**src/rtl/bss_sub_seq.sv**
```systemverilog
`default_nettype none
// ============================================================================
//  Module   : bss_sub_seq
//  Purpose  : Multi-cycle chunked subtractor. It computes r = a - b - bw,
//             CHUNK_WIDTH bits per cycle, starting from the LSB chunk. Each
//             chunk computes both borrow-0 and borrow-1 differences, and the
//             running borrow selects one of them. Valid/ready handshakes sit
//             on both sides.
//  Ports    : clk_i, rst_i    - clock, synchronous active-high reset
//             valid_i/ready_o - request handshake (ready_o high in IDLE)
//             a_i, b_i, bw_i  - minuend, subtrahend, borrow in
//             valid_o/ready_i - result handshake (valid_o high in DONE)
//             r_o, bw_o       - difference, borrow out
//             z_o, v_o        - zero flag, signed overflow flag
//  Revision : 1.0 - initial release
// ============================================================================
module bss_sub_seq #(
   parameter int WORD_WIDTH  = 8,
   parameter int CHUNK_WIDTH = 4
) (
   input  logic                  clk_i,
   input  logic                  rst_i,
   input  logic                  valid_i,
   output logic                  ready_o,
   input  logic [WORD_WIDTH-1:0] a_i,
   input  logic [WORD_WIDTH-1:0] b_i,
   input  logic                  bw_i,
   output logic                  valid_o,
   input  logic                  ready_i,
   output logic [WORD_WIDTH-1:0] r_o,
   output logic                  bw_o,
   output logic                  z_o,
   output logic                  v_o
);

   localparam int N     = WORD_WIDTH / CHUNK_WIDTH;
   localparam int CNT_W = (N > 1) ? $clog2(N) : 1;
   localparam int MSB   = WORD_WIDTH - 1;
   localparam logic [CNT_W-1:0] LAST = CNT_W'(N - 1);

   typedef enum logic [1:0] {
      IDLE = 2'd0,
      BUSY = 2'd1,
      DONE = 2'd2
   } state_t;

   state_t                 state;
   state_t                 state_nxt;
   logic [CNT_W-1:0]       cnt;
   logic                   borrow;
   logic [WORD_WIDTH-1:0]  a_reg;
   logic [WORD_WIDTH-1:0]  b_reg;
   logic [WORD_WIDTH-1:0]  r_work;
   logic [WORD_WIDTH-1:0]  r_next;
   logic [WORD_WIDTH-1:0]  r_out;
   logic                   bw_out;
   logic                   z_out;
   logic                   v_out;
   logic                   last;
   int                     chunk_lo;
   logic [CHUNK_WIDTH-1:0] a_chunk;
   logic [CHUNK_WIDTH-1:0] b_chunk;
   logic [CHUNK_WIDTH:0]   diff0;
   logic [CHUNK_WIDTH:0]   diff1;
   logic [CHUNK_WIDTH:0]   diff_sel;

   assign last     = (cnt == LAST);
   assign chunk_lo = int'(cnt) * CHUNK_WIDTH;
   assign a_chunk  = a_reg[chunk_lo +: CHUNK_WIDTH];
   assign b_chunk  = b_reg[chunk_lo +: CHUNK_WIDTH];

   // The extra top bit of each candidate is that chunk's borrow out.
   assign diff0    = {1'b0, a_chunk} - {1'b0, b_chunk};
   assign diff1    = {1'b0, a_chunk} - {1'b0, b_chunk} - {{CHUNK_WIDTH{1'b0}}, 1'b1};
   assign diff_sel = borrow ? diff1 : diff0;

   // The working result with the current chunk merged in. On the last chunk
   // this is the complete difference, and the flags are derived from it.
   always_comb begin
      r_next                           = r_work;
      r_next[chunk_lo +: CHUNK_WIDTH]  = diff_sel[CHUNK_WIDTH-1:0];
   end

   always_comb begin
      state_nxt = state;
      case (state)
         IDLE:    if (valid_i) state_nxt = BUSY;
         BUSY:    if (last)    state_nxt = DONE;
         DONE:    if (ready_i) state_nxt = IDLE;
         default: state_nxt = IDLE;
      endcase
   end

   always_ff @(posedge clk_i) begin
      if (rst_i) begin
         state  <= IDLE;
         cnt    <= '0;
         borrow <= 1'b0;
         a_reg  <= '0;
         b_reg  <= '0;
         r_work <= '0;
         r_out  <= '0;
         bw_out <= 1'b0;
         z_out  <= 1'b0;
         v_out  <= 1'b0;
      end else begin
         state <= state_nxt;
         case (state)
            IDLE: begin
               if (valid_i) begin
                  a_reg  <= a_i;
                  b_reg  <= b_i;
                  borrow <= bw_i;
                  cnt    <= '0;
               end
            end
            BUSY: begin
               r_work <= r_next;
               borrow <= diff_sel[CHUNK_WIDTH];
               if (!last) begin
                  cnt <= cnt + 1'b1;
               end else begin
                  // Visible outputs change only here, so they hold their last
                  // values throughout IDLE and BUSY.
                  r_out  <= r_next;
                  bw_out <= diff_sel[CHUNK_WIDTH];
                  z_out  <= ~|r_next;
                  v_out  <= (a_reg[MSB] != b_reg[MSB]) & (r_next[MSB] != a_reg[MSB]);
               end
            end
            default: ;
         endcase
      end
   end

   assign ready_o = (state == IDLE);
   assign valid_o = (state == DONE);
   assign r_o     = r_out;
   assign bw_o    = bw_out;
   assign z_o     = z_out;
   assign v_o     = v_out;

endmodule
`default_nettype wire

```
**config.mk**
```make
export PLATFORM = sky130hd
export DESIGN_NAME = bss_sub_seq
export DESIGN_NICKNAME = d
export VERILOG_FILES = /design/src/rtl/bss_sub_seq.sv
export SDC_FILE = /design/constraint.sdc
export NUM_CORES = 1
export LEC_CHECK = 0
export BUFFER_PORTS_ARGS = -buffer_cell sky130_fd_sc_hd__buf_2
export CELL_PAD_IN_SITES_DETAIL_PLACEMENT = 1
export CELL_PAD_IN_SITES_GLOBAL_PLACEMENT = 1
export CORE_MARGIN = 10
export CORE_UTILIZATION = 42
export CTS_CLUSTER_DIAMETER = 40
export CTS_CLUSTER_SIZE = 40
export DETAILED_ROUTE_END_ITERATION = 7
export PLACE_DENSITY_LB_ADDON = 0.1
export SYNTH_ARGS = -nofsm -noshare
export SYNTH_HDL_FRONTEND = slang
export SYNTH_SLANG_ARGS = --single-unit
export TNS_END_PERCENT = 5
```
**constraint.sdc**
```tcl
create_clock -name clk_i -period 8.8 [get_ports clk_i]
set_clock_uncertainty 0.15 [all_clocks]
set_input_delay 0.88 -clock clk_i [delete_from_list [all_inputs] [get_ports clk_i]]
set_output_delay 0.88 -clock clk_i [all_outputs]
set_load 0.01 [all_outputs]
```
==> summary.txt <==
Outcome
  • Result of the run: complete, no violations

Synth
  • Count of synthesis-stage warnings from yosys: 0
  • Adder-cell share of the synthesized area: 0.0518
  • Dominant combinational cell family by area after synthesis: simple AND/OR/NAND/NOR gates
  • Share of the synthesized area in compound gates (AO/OA/AOI/OAI): 0.149
  • Synth Instances: 188
  • Post-synthesis xor/xnor area fraction: 0.0408
  • Basic-gate share of the synthesized area counting and, or, nand and nor cells: 0.216
  • Post-synthesis mux area share: 0.0722
  • Sequential share of the synthesized area: 0.440
  • Number of synthesized register bits: 35
  • Number of distinct standard cells referenced by the synthesized netlist: 34
  • Synthesized area: 1590 um2
  • Synthesized netlist net count: 215
  • Mapped Avg Cell Area: 8.48 um2

Finish
  • Final Instance Area: 1870 um2
  • Fin nets: 244
  • Ratio of cells with drive above 1 in the final layout: 0.221
  • Layout Utilization: 0.510
  • Number of fillers in the final layout: 457
  • Syn-to-layout area delta: 17.0%
  • N_diodes: 0

Global route
  • Antenna violations before repair: 0
  • Global-route wire length before repair: 6760 um
  • Via count of the first global-routing pass: 1,525
  • Grt ovf: 0
  • Largest net degree at the start of global routing: 37
  • Overall fraction of global-route tracks in use: 0.127

Clocking
  • Number of buffers added to fix hold violations after cts: 0
  • Clock Tree Root: clkbuf_8
  • Clk_lat worst skew: 0.28 ns
  • Sink count of the clock tree: 35
  • Number of buffers created by CTS: 5
  • Count of H-tree levels built during CTS: 2
  • CTS tree: done
  • Number of buffers on the longest clock path: 2
  • Number of setup buffers added after CTS: 0
  • CTS-repair resized insts: 0
  • Clock slew seen by the registers of the worst setup and hold paths: 0.07 ns

Routing
  • Detailed-route DRC error count: 0
  • Detail Route Antenna Nets: 0
  • Routed wire length: 3950 um
  • Avg Vias per Cell: 5.09
  • Total number of vias: 1,350
  • TritonRoute pass-1 iters: 4
  • Mean routed wirelength per cell: 14.9 um
  • Initial DRC Count: 61

Place
  • HPWL after DPL: 3060 um
  • Input/output buffers: 33
  • Worst slack at placement: 5.54 ns
  • Final weighted congestion in routability-driven placement: 0.813
  • Post-place instance area: 1780 um2

Critical path
  • Biggest fanout along the worst timing path: 13
  • WP data required: 8.85 ns
  • Category of the most critical setup path: reg2reg
  • Arrival @ worst endpoint: 3.33 ns
  • Critical Path Sink Type: flop
  • Type of origin of the critical path: flop

Power and ir drop
  • Leakage: 0.764 nW
  • Cell area power density: 201 nW/um2
  • Worst vdd ir: 0.113 mV

STA
  • Portion of the clock cycle consumed by the worst path in the final layout: 0.372
  • Crit path setup slack, layout: 5.53 ns
  • Hold Vio Cnt, Final: 0
  • Post-route minimum period: 3.27 ns
  • F_max: 305 MHz
  • Worst-Margin Slew: 1.14 ns
  • Max-slew violation count: 0
  • Slew headroom: 0.237
  • Final setup violation count: 0
  • Setup repair after global routing missed its margin: false
  • Hold Slack: 0.302 ns
  • Final-layout setup total negative slack: 0 ns

Floorplan
  • Placement Rows: 22
  • Area of the placeable core: 3660 um2
  • Die area: 6660 um2
  • # IOs: 34
  • Die Wd: 81.6 um
  • Vertical die dimension: 81.6 um
  • Initial cell density of the core: 0.435

Job
  • Maxcap violations: 0

Hold path
  • Worst hold path class: reg2reg
[synth_stat cells, drive strengths merged]
cell     n  share of area
and4     1         0.0055
a311oi   3          0.020
dfxtp   35           0.44
or3      1         0.0039
a21oi   29          0.098
buf      2         0.0047
inv      2         0.0047
fa       1          0.013
and2     2         0.0078
xor2     2          0.011
nor2b    3          0.012
clkbuf   9          0.021
or2      1         0.0039
nor4     1         0.0039
mux2     4          0.028
nand2b   3          0.012
nand2   48           0.11
o41ai    1         0.0055
a21o     1         0.0047
nand3b   2         0.0094
a211oi   2         0.0094
or3b     1         0.0055
nor2    14          0.033
ha       5          0.039
xnor3    1          0.014
xnor2    2          0.016
o21ai    2         0.0063
mux2i    7          0.044
nand3    2         0.0063
o21a     1         0.0047
[cell families (layout without fill, tap and decap cells)]
family	after synthesis	count (layout)
multiplexers	11	11
buffers and inverters	13	42
AO/OA/AOI/OAI	39	39
XOR/XNOR	5	5
AND/OR/NAND/NOR	79	79
adder cells (fa/ha/maj)	6	6
flip-flops	35	35
[worst paths after layout]
path | from | to | slack (ns) | cells past startpoint
worst max-delay path | cnt | v_o | 5.53 | 9
worst min-delay path | r_o[5] | r_o[5] | 0.30 | 2
worst max register to register | cnt | v_o | 5.53 | 9
worst min register to register | r_o[5] | r_o[5] | 0.30 | 2
[cell type report]
type                            instances  area [um2]  share of cell area
Sequential cell                        35         701               0.376
Inverter                                2        7.51             0.00402
Timing Repair Buffer                   33         165              0.0885
Multi-Input combinational cell        140         845               0.453
Tap cell                               48        60.1              0.0322
Clock inverter                          1        5.00             0.00268
Clock buffer                            6        82.6              0.0443
[through the flow]
step / cells / total power, mW
final: 265 / 0.375
after global routing: 265 / 0.397
after CTS: 265 / 0.378
after detailed placement: 258 / 0.262
after global placement: 258 / 0.256
after floorplan: 188 / 0.239
[report_power, final]
group | total (mW) | internal [mW] | switching (mW)
Sequential | 0.177 | 0.168 | 0.00862
Combinational | 0.0818 | 0.0350 | 0.0469
Clock | 0.116 | 0.0613 | 0.0549
Total | 0.375 | 0.264 | 0.110
[metal layers]
metal  wire [um]  up-vias  global-route usage
met5           0        -                   0
met3         179        5              0.0415
met2        2200       24               0.243
met4          40        0              0.0357
li1            -      690                   -
met1        1530      631               0.128
[placed cells by master, fill, tap and decap left out, drive strengths merged, types with 2 or more instances in the layout]
| cell type | n |
|---|---|
| mux2i | 7 |
| xnor2 | 2 |
| dfxtp | 35 |
| mux2 | 4 |
| and2 | 2 |
| a211oi | 2 |
| inv | 2 |
| ha | 5 |
| a311oi | 3 |
| nand2 | 48 |
| nor2b | 3 |
| o21ai | 2 |
| xor2 | 2 |
| nand3b | 2 |
| clkbuf | 6 |
| a21oi | 29 |
| buf | 33 |
| nand3 | 2 |
| nor2 | 14 |
| nand2b | 3 |
[worst max-delay path, cell delays in order (launching register included)]
cell	delay (ns)
dfxtp_1	0.68
mux2i_1	0.27
ha_1	0.18
inv_1	0.05
fa_1	0.42
xnor2_2	0.26
and4_1	0.24
xnor3_1	0.31
or3b_1	0.39
a311oi_2	0.23
Note: power is estimated with default switching activity, not from simulation.
